### src/rtl/msgPass_config_pkg.sv
// Shared message-passing buffer configuration plus the write-scheduler types.
// Buffer widths live here so every block sees one definition.
package msgPass_config_pkg;

  localparam int MSGPASS_BUFF_ADDR_WIDTH  = 8;
  localparam int MSGPASS_BUFF_RDATA_WIDTH = 32;

  typedef enum logic [1:0] {
    ST_IDLE,
    ST_ACTIVE,
    ST_DRAIN,
    ST_DONE
  } msgpass_wr_sched_state_e;

  typedef struct packed {
    logic [MSGPASS_BUFF_ADDR_WIDTH-1:0]  addr;
    logic [MSGPASS_BUFF_RDATA_WIDTH-1:0] data;
  } msgpass_wr_req_t;

endpackage

### src/rtl/msgpass_wr_fifo.sv
// Per-requester write-request FIFO; head is visible combinationally.
// Pointers carry one extra MSB so full and empty can be told apart.
module msgpass_wr_fifo
  import msgPass_config_pkg::*;
#(
  parameter int FIFO_DEPTH = 2
) (
  input  logic            sys_clk_i,
  input  logic            rstn,
  input  logic            push,
  input  msgpass_wr_req_t push_req,
  input  logic            pop,
  output msgpass_wr_req_t head,
  output logic            full,
  output logic            empty
);

  localparam int PW = $clog2(FIFO_DEPTH);

  logic [PW:0]     wr_ptr;
  logic [PW:0]     rd_ptr;
  msgpass_wr_req_t mem [FIFO_DEPTH];

  always_ff @(posedge sys_clk_i or negedge rstn) begin
    if (!rstn) begin
      wr_ptr <= '0;
      rd_ptr <= '0;
    end else begin
      if (push) wr_ptr <= wr_ptr + (PW+1)'(1);
      if (pop)  rd_ptr <= rd_ptr + (PW+1)'(1);
    end
  end

  always_ff @(posedge sys_clk_i) begin
    if (push) mem[wr_ptr[PW-1:0]] <= push_req;
  end

  assign head  = mem[rd_ptr[PW-1:0]];
  assign empty = (wr_ptr == rd_ptr);
  assign full  = (wr_ptr[PW] != rd_ptr[PW]) && (wr_ptr[PW-1:0] == rd_ptr[PW-1:0]);

endmodule

### src/rtl/msgpass_wr_sched.sv
// Two-requester write scheduler for the dual-port message buffer, with flush/drain.
// Optional MSGPASS_WR_CONFLICT_CNT_EN adds a saturating same-address deferral counter.
module msgpass_wr_sched
  import msgPass_config_pkg::*;
#(
  parameter int FIFO_DEPTH = 2
) (
  input  logic                                sys_clk_i,
  input  logic                                rstn,
  input  logic                                req_valid_a_i,
  input  logic                                req_valid_b_i,
  output logic                                req_ready_a_o,
  output logic                                req_ready_b_o,
  input  logic [MSGPASS_BUFF_ADDR_WIDTH-1:0]  req_addr_a_i,
  input  logic [MSGPASS_BUFF_ADDR_WIDTH-1:0]  req_addr_b_i,
  input  logic [MSGPASS_BUFF_RDATA_WIDTH-1:0] req_data_a_i,
  input  logic [MSGPASS_BUFF_RDATA_WIDTH-1:0] req_data_b_i,
  output logic [MSGPASS_BUFF_ADDR_WIDTH-1:0]  waddr_portA_o,
  output logic [MSGPASS_BUFF_ADDR_WIDTH-1:0]  waddr_portB_o,
  output logic [MSGPASS_BUFF_RDATA_WIDTH-1:0] wdata_portA_o,
  output logic [MSGPASS_BUFF_RDATA_WIDTH-1:0] wdata_portB_o,
  output logic                                wen_portA_o,
  output logic                                wen_portB_o,
  input  logic                                buf_conflict_i,
  input  logic                                flush_i,
  output logic                                flush_done_o,
  output logic                                err_conflict_o
`ifdef MSGPASS_WR_CONFLICT_CNT_EN
  ,
  output logic [15:0]                         conflict_cnt_o
`endif
);

  msgpass_wr_sched_state_e state;
  msgpass_wr_req_t         head_a, head_b;
  logic full_a, full_b, empty_a, empty_b;
  logic push_a, push_b;
  logic issue_a, issue_b, same_addr;
  logic prio_b;
  logic ready_en;
  logic accept_ok;
  logic both_empty;

  // ready_en keeps ready low until the first edge after reset release
  assign accept_ok     = ready_en && (state == ST_IDLE || state == ST_ACTIVE);
  assign req_ready_a_o = accept_ok && !full_a;
  assign req_ready_b_o = accept_ok && !full_b;
  assign push_a        = req_valid_a_i && req_ready_a_o;
  assign push_b        = req_valid_b_i && req_ready_b_o;
  assign both_empty    = empty_a && empty_b;

  msgpass_wr_fifo #(.FIFO_DEPTH(FIFO_DEPTH)) u_fifo_a (
    .sys_clk_i (sys_clk_i),
    .rstn      (rstn),
    .push      (push_a),
    .push_req  ('{addr: req_addr_a_i, data: req_data_a_i}),
    .pop       (issue_a),
    .head      (head_a),
    .full      (full_a),
    .empty     (empty_a)
  );

  msgpass_wr_fifo #(.FIFO_DEPTH(FIFO_DEPTH)) u_fifo_b (
    .sys_clk_i (sys_clk_i),
    .rstn      (rstn),
    .push      (push_b),
    .push_req  ('{addr: req_addr_b_i, data: req_data_b_i}),
    .pop       (issue_b),
    .head      (head_b),
    .full      (full_b),
    .empty     (empty_b)
  );

  // Equal-address heads: only the priority side issues, the other head is held
  always_comb begin
    same_addr = !empty_a && !empty_b && (head_a.addr == head_b.addr);
    issue_a   = !empty_a && !(same_addr && prio_b);
    issue_b   = !empty_b && !(same_addr && !prio_b);
  end

  always_ff @(posedge sys_clk_i or negedge rstn) begin
    if (!rstn) begin
      wen_portA_o    <= 1'b1;
      wen_portB_o    <= 1'b1;
      waddr_portA_o  <= '0;
      waddr_portB_o  <= '0;
      wdata_portA_o  <= '0;
      wdata_portB_o  <= '0;
      prio_b         <= 1'b0;
      err_conflict_o <= 1'b0;
    end else begin
      wen_portA_o <= !issue_a;
      wen_portB_o <= !issue_b;
      if (issue_a) begin
        waddr_portA_o <= head_a.addr;
        wdata_portA_o <= head_a.data;
      end
      if (issue_b) begin
        waddr_portB_o <= head_b.addr;
        wdata_portB_o <= head_b.data;
      end
      if (same_addr)      prio_b         <= !prio_b;
      if (buf_conflict_i) err_conflict_o <= 1'b1;
    end
  end

  always_ff @(posedge sys_clk_i or negedge rstn) begin
    if (!rstn) begin
      state        <= ST_IDLE;
      flush_done_o <= 1'b0;
      ready_en     <= 1'b0;
    end else begin
      ready_en     <= 1'b1;
      flush_done_o <= 1'b0;
      case (state)
        ST_IDLE: begin
          if (flush_i)          state <= ST_DRAIN;
          else if (!both_empty) state <= ST_ACTIVE;
        end
        ST_ACTIVE: begin
          if (flush_i)         state <= ST_DRAIN;
          else if (both_empty) state <= ST_IDLE;
        end
        ST_DRAIN: begin
          // drained once nothing is queued and the output register is idle
          if (both_empty && wen_portA_o && wen_portB_o) begin
            state        <= ST_DONE;
            flush_done_o <= 1'b1;
          end
        end
        ST_DONE:  state <= ST_IDLE;
        default:  state <= ST_IDLE;
      endcase
    end
  end

`ifdef MSGPASS_WR_CONFLICT_CNT_EN
  always_ff @(posedge sys_clk_i or negedge rstn) begin
    if (!rstn) begin
      conflict_cnt_o <= '0;
    end else if (same_addr && conflict_cnt_o != '1) begin
      conflict_cnt_o <= conflict_cnt_o + 16'd1;
    end
  end
`endif

endmodule
### config.mk
export PLATFORM = sky130hd
export DESIGN_NAME = msgpass_wr_sched
export DESIGN_NICKNAME = d
export VERILOG_FILES = /design/src/rtl/msgPass_config_pkg.sv /design/src/rtl/msgpass_wr_fifo.sv /design/src/rtl/msgpass_wr_sched.sv
export SDC_FILE = /design/constraint.sdc
export NUM_CORES = 1
export LEC_CHECK = 0
export CAP_MARGIN = 10
export CORE_MARGIN = 10
export CORE_UTILIZATION = 56
export DETAILED_ROUTE_END_ITERATION = 8
export PLACE_DENSITY = 0.85
export SLEW_MARGIN = 20
export SYNTH_ARGS = -nofsm -noshare
export SYNTH_HDL_FRONTEND = slang
export SYNTH_SLANG_ARGS = --single-unit
### constraint.sdc
create_clock -name sys_clk_i -period 6.6 [get_ports sys_clk_i]
set_input_delay 1.98 -clock sys_clk_i [delete_from_list [all_inputs] [get_ports sys_clk_i]]
set_output_delay 1.98 -clock sys_clk_i [all_outputs]
set_load 0.05 [all_outputs]
* Yosys cells after proc, flatten, opt, wreduce, memory -nomap -nowiden
Memories as Yosys holds them, arrays and structs flattened. Index checks and enable logic that the tools add are counted.
Storage, ports and cells: bits in registers 96, memory bits (writable) 160, input bits 86, output and inout port bits 86, logic and storage cells 74, memories kept 2
Memories:
- u_fifo_a.mem | words 2, bits a word 40, read ports 1, clocked after memory_dff 0, wr ports 1, RTL line msgpass_wr_fifo.sv:22 | msgpass_wr_req_t mem [FIFO_DEPTH];
- u_fifo_b.mem | words 2, bits a word 40, read ports 1, clocked after memory_dff 0, wr ports 1, RTL line msgpass_wr_fifo.sv:22
Operators by class: $add $sub $neg 4, equality and inequality tests 13, muxes and demuxes 12, reductions and logical operators 28
Operators with widths (number):
- $logic_and 1x1->1 | 16
- $mux 2 | 5
- $logic_not 1->1 | 9
- $add 2x1->2 const B | 4
- $eq 8x8->1 | 1
- $pmux 2 s4 | 1
- $mux 1 | 6
- $ne 3x3->1 const B | 2
- $eq 2x2->1 | 2
- $eq 2x2->1 const B | 2
- $reduce_and 3->1 | 1
- $eq 1x1->1 | 2
- $eq 2x1->1 const B | 1
- $logic_not 2->1 | 1
- $ne 1x1->1 | 2
- $ne 2x2->1 const B | 1
- $logic_or 1x1->1 | 1

* Longest topological paths before layout
depth after elaboration 8, mapped depth 11, depth with buffers taken out 7

* Modules after synthesis
A second synthesis with hierarchy kept.
Unflattened totals: cells, all modules 489, area total of the unflattened synthesis 10272.4 µm²
By module, submodules not included:
- msgpass_wr_fifo | instances 2, cells each 140, area each 3265.6 µm², seq. area each 2502.4 µm²
- msgpass_wr_sched | instances 1, cells each 209, area each 3741.1 µm², seq. area each 2204.6 µm²

* Worst setup path after synthesis
No wires, ideal clock.
path type in2reg, start point in req_valid_a_i, end point mem u_fifo_a.mem[0][0] (netlist bit) (enable), setup time 438 ps, arrival 3786 ps, required time 6162 ps, setup slack 2376 ps, stages 2, buffers on the path 0, cells stage by stage nand2_1 > nor2_1
On the way: cells in the longest elaborated chain, start to end 3
Ends and longest elaborated chain:
- from (decl) | RTL line msgpass_wr_sched.sv:10 | input logic req_valid_a_i,
- $logic_and 1x1->1 | RTL line msgpass_wr_sched.sv:48 | assign push_a = req_valid_a_i && req_ready_a_o;
- $mux 1 | RTL line msgpass_wr_fifo.sv:35 | if (push) mem[wr_ptr[PW-1:0]] <= push_req;
- $mux 1 (not written as such) | RTL line msgpass_wr_fifo.sv:35
- to (decl) | RTL line msgpass_wr_fifo.sv:22
Every way passes these cells.

* Final worst setup path
start point reg u_fifo_a.rd_ptr[0], end point out req_ready_a_o
On the way: cells in the longest elaborated chain, start to end 4
Ends and longest elaborated chain:
- from (decl) | RTL line msgpass_wr_fifo.sv:21 | logic [PW:0] rd_ptr;
- from (signal assigned) | RTL line msgpass_wr_fifo.sv:30 | if (pop) rd_ptr <= rd_ptr + (PW+1)'(1);
- $eq 1x1->1 | RTL line msgpass_wr_fifo.sv:40 | assign full = (wr_ptr[PW] != rd_ptr[PW]) && (wr_ptr[PW-1:0] == rd_ptr[PW-1:0]);
- $logic_and 1x1->1 | RTL line msgpass_wr_fifo.sv:40
- $logic_not 1->1 | RTL line msgpass_wr_sched.sv:46 | assign req_ready_a_o = accept_ok && !full_a;
- $logic_and 1x1->1 | RTL line msgpass_wr_sched.sv:46
- to (decl) | RTL line msgpass_wr_sched.sv:12 | output logic req_ready_a_o,
Every way passes these cells.

==> results.rst <==
.. list-table::
   :header-rows: 1

   * - Metric
     - Value
   * - Status
     - completed
   * - Power per Cell Area
     - 547 nW/µm²
   * - Seq/Total Area, Yosys
     - 76.7%
   * - Chip Height
     - 150 µm
   * - Largest family of logic cells by synthesized area
     - multiplexers
   * - Max-Cap Viols
     - 0
   * - Starting utilization of the core area
     - 56.9%
   * - Number of nets at the end of the flow
     - 840
   * - Number of remaining DRC errors
     - 0
   * - Overall Global Routing Usage
     - 18.1%
   * - Detailed-routing iteration count for the pre-antenna-repair pass
     - 4
   * - Crit path launch type
     - register
   * - Aggregate routed wire length
     - approximately 21000 µm
   * - Clk sink count
     - 256
   * - Max Freq
     - 0.207 GHz
   * - Post-synthesis instance area
     - approximately 9400 µm²
   * - Worst relative slew slack
     - 29.4%
   * - Gate count of the mapped netlist
     - around 580
   * - Number of library cell types mapped by synthesis
     - 37
   * - Area added between synthesis and finish
     - 29.1%
   * - Number of H-tree levels
     - 1
   * - WP data required
     - 4620 ps
   * - Layout cells sized above 1
     - roughly 7.6%
   * - Setup repair bufs after CTS
     - 0
   * - Die W
     - 150 µm
   * - Most used standard cell by instance count after synthesis
     - sky130_fd_sc_hd__edfxtp_1
   * - Yosys warning count
     - 0
   * - Share of the synthesized netlist area taken by xor and xnor gates
     - about 1.9%
   * - Leakage component of the power
     - between 4 and 5 nW
   * - # setup viols final
     - 0
   * - Wire length of the first global-routing pass
     - 32100 µm
   * - Floorplan row count
     - between 40 and 50
   * - Compound-gate portion of the synthesized area
     - 8.25%
   * - Worst IR Drop VDD
     - 398 µV
   * - Count of buffers inserted at the top-level ports
     - 171
   * - CP Capture Type
     - primary output
   * - Share of synthesized registers carrying an async set or reset
     - between 30% and 40%
   * - Remaining Overflow, GRT
     - 0
   * - Adder and majority gate portion of the synthesized area
     - 0%
   * - Clock transition at the register clock pins on the worst setup and hold paths after CTS
     - 50 ps
   * - Fraction of the cycle the final worst path needs
     - around 73%
   * - Number of flops mapped to enable cells by yosys
     - 160
   * - Hold-fix buffer count after cts
     - 0
   * - Maximum buffer depth of the clock tree
     - 3
   * - Detailed placer's ending HPWL
     - 13500 µm
   * - Synthesized area per cell
     - 16.1 µm²
   * - Number of pins with negative max-slew slack in the final report
     - 0
   * - Dominant register cell in the synthesized netlist
     - sky130_fd_sc_hd__edfxtp_1
   * - Maximum number of pins on one net before global-route repair
     - 51
   * - Multiplexer area fraction after synthesis
     - 9.56%
   * - Area share of and/or/nand/nor cells after synthesis
     - ~1.5%
   * - Number of routed nets with antenna violations
     - 0
   * - Final worst-path setup slack
     - 1760 ps
   * - Die area
     - around 22000 µm²
   * - Min-Delay Path Class
     - register to register
   * - Insertion delay of the later-clocked pin in the worst-skew pair
     - 500 ps
   * - Total of flip-flops plus latches after synthesis
     - 256
   * - Dominant cells by area after synthesis
     - sky130_fd_sc_hd__edfxtp_1, sky130_fd_sc_hd__dfrtp_1, sky130_fd_sc_hd__mux2i_1, sky130_fd_sc_hd__o21ai_0, sky130_fd_sc_hd__a21oi_1
   * - Highest fanout seen on the critical path
     - 43
   * - Total CTS buffers
     - 24
   * - Cells after DPL
     - 947
   * - CP Class
     - register to primary output
   * - Ranking of synthesized cells by instance count
     - sky130_fd_sc_hd__edfxtp_1, sky130_fd_sc_hd__dfrtp_1, sky130_fd_sc_hd__mux2i_1
   * - Vias in the first global route
     - 5929
   * - Worst endpoint data arrival time
     - 2860 ps
   * - Share of the synthesized area in the top cell type
     - about half
   * - Number of nets in the synthesized netlist
     - about 670
   * - Setup TNS Final
     - 0 ps
   * - Clock Root Buffer
     - sky130_fd_sc_hd__clkbuf_16
   * - Number of violations reported at the end of detailed-routing iteration 0
     - 349
   * - Placer Congestion
     - between 0.8 and 0.9
   * - Number of vias in the routed layout
     - 5522
   * - Final hold vios
     - 0
   * - Non-filler cells in the finished layout
     - 993
   * - Cell accounting for the most synthesized area
     - sky130_fd_sc_hd__edfxtp_1
   * - Unrepaired setup endpoints after global routing
     - false
   * - CTS-repair resized insts
     - 0
   * - Area of the core
     - about 17000 µm²
   * - Worst Clk Skew
     - 13.8 ps
   * - CTS tree
     - done
   * - Ratio of routed vias to standard cells
     - between 5 and 6
   * - I/O pin total
     - about 170
   * - Antenna violations before repair
     - 2
   * - Core utilization of the finished layout
     - 73.4%
   * - Avg WL per Cell
     - between 20 and 25 µm
   * - Transition at the pin with the smallest max-transition slack
     - 1050 ps
   * - Dpl ws
     - 2300 ps
   * - Min cycle time layout
     - 4840 ps
[stage by stage]
| stage | cell area [µm²] | power, W | hold WS (ps) |
|---|---|---|---|
| floorplan | 9400 | 0.00434 | 460 |
| global placement | 11300 | 0.00520 | 453 |
| detailed placement | 11300 | 0.00530 | 453 |
| CTS | 12100 | 0.00670 | 465 |
| global route | 12100 | 0.00697 | 481 |
| finish | 12100 | 0.00664 | 463 |
[power breakdown]
part	total, W	switching [W]	internal, W	leakage [nW]
registers	0.00236	0.000217	0.00215	2.57
clock network	0.00138	0.000537	0.000839	0.385
logic	0.00290	0.00193	0.000968	1.60
[routing by layer]
layer / vias up / share of wire [%] / global-route usage [%]
li1: 2503 / - / -
met1: 2740 / 39 / 23.5
met2: 244 / 48 / 29.2
met3: 33 / 11 / 5.65
met4: 2 / 1.9 / 4.47
met5: - / 0.063 / 0
[area by class of cell]
type | instances | area [µm²]
Tap cell | 220 | 275
Clock inverter | 5 | 98.8
Multi-Input combinational cell | 285 | 2030
Inverter | 8 | 30.0
Clock buffer | 39 | 698
Sequential cell | 256 | 7210
Fill cell | 1040 | 4390
Timing Repair Buffer | 179 | 1790
Antenna cell | 1 | 2.50
[cells by family (layout without fill, tap and decap cells)]
| logic type | count (synthesis) | after routing |
|---|---|---|
| muxes | 88 | 88 |
| xor gates and xnor gates | 20 | 20 |
| buffers and inverters | 41 | 231 |
| DFF | 256 | 256 |
| other | 1 | 2 |
| AOI/OAI and AO/OA | 152 | 152 |
| and+or+nand+nor | 24 | 24 |
[worst max-delay path, cell delays in order, from the launching register on]
cell                              delay, ps
sky130_fd_sc_hd__dfrtp_2                330
sky130_fd_sc_hd__buf_4                  580
sky130_fd_sc_hd__xnor2_1                230
sky130_fd_sc_hd__a21oi_1                320
sky130_fd_sc_hd__clkdlybuf4s50_1        900
[state kept, by name, indices dropped and copies added (netlist names)]
| signal | count |
|---|---|
| err_conflict_o | 1 |
| waddr_portB_o | 8 |
| state | 2 |
| wdata_portA_o | 32 |
| u_fifo_b.wr_ptr | 2 |
| ready_en | 1 |
| wen_portB_o | 1 |
| u_fifo_a.mem | 80 |
| waddr_portA_o | 8 |
| u_fifo_b.mem | 80 |
| u_fifo_a.rd_ptr | 2 |
| prio_b | 1 |
| flush_done_o | 1 |
| u_fifo_a.wr_ptr | 2 |
| wen_portA_o | 1 |
| wdata_portB_o | 32 |
| u_fifo_b.rd_ptr | 2 |
[cells in the final DEF (no fill, tap or decap), types with 3 or more instances in the layout]
cell type,instances
sky130_fd_sc_hd__clkdlybuf4s50_1,170
sky130_fd_sc_hd__edfxtp_1,160
sky130_fd_sc_hd__dfrtp_1,92
sky130_fd_sc_hd__mux2i_1,83
sky130_fd_sc_hd__o21ai_0,79
sky130_fd_sc_hd__a21oi_1,68
sky130_fd_sc_hd__clkbuf_16,25
sky130_fd_sc_hd__xnor2_1,15
sky130_fd_sc_hd__clkbuf_1,12
sky130_fd_sc_hd__inv_1,7
sky130_fd_sc_hd__buf_4,7
sky130_fd_sc_hd__xor2_1,5
sky130_fd_sc_hd__nand2b_1,4
sky130_fd_sc_hd__nand2_1,4
sky130_fd_sc_hd__mux2_2,3
sky130_fd_sc_hd__bufinv_16,3
[worst paths after layout]
check	from	endpoint	slack, ps	cells after the start
worst min register to register	err_conflict_o$_DFFE_PN0P_	err_conflict_o$_DFFE_PN0P_	460	1
max in group asynchronous	rstn	wdata_portB_o[12]$_DFFE_PN0P_	4000	2
worst min-delay path	err_conflict_o$_DFFE_PN0P_	err_conflict_o$_DFFE_PN0P_	460	1
worst max-delay path	u_fifo_a.rd_ptr[0]$_DFFE_PN0P_	req_ready_a_o	1760	4
worst max register to register	u_fifo_b.rd_ptr[0]$_DFFE_PN0P_	waddr_portA_o[4]$_DFFE_PN0P_	2640	7
min in group asynchronous	rstn	wdata_portA_o[9]$_DFFE_PN0P_	1510	1
Power figures use the tool's default switching activity.
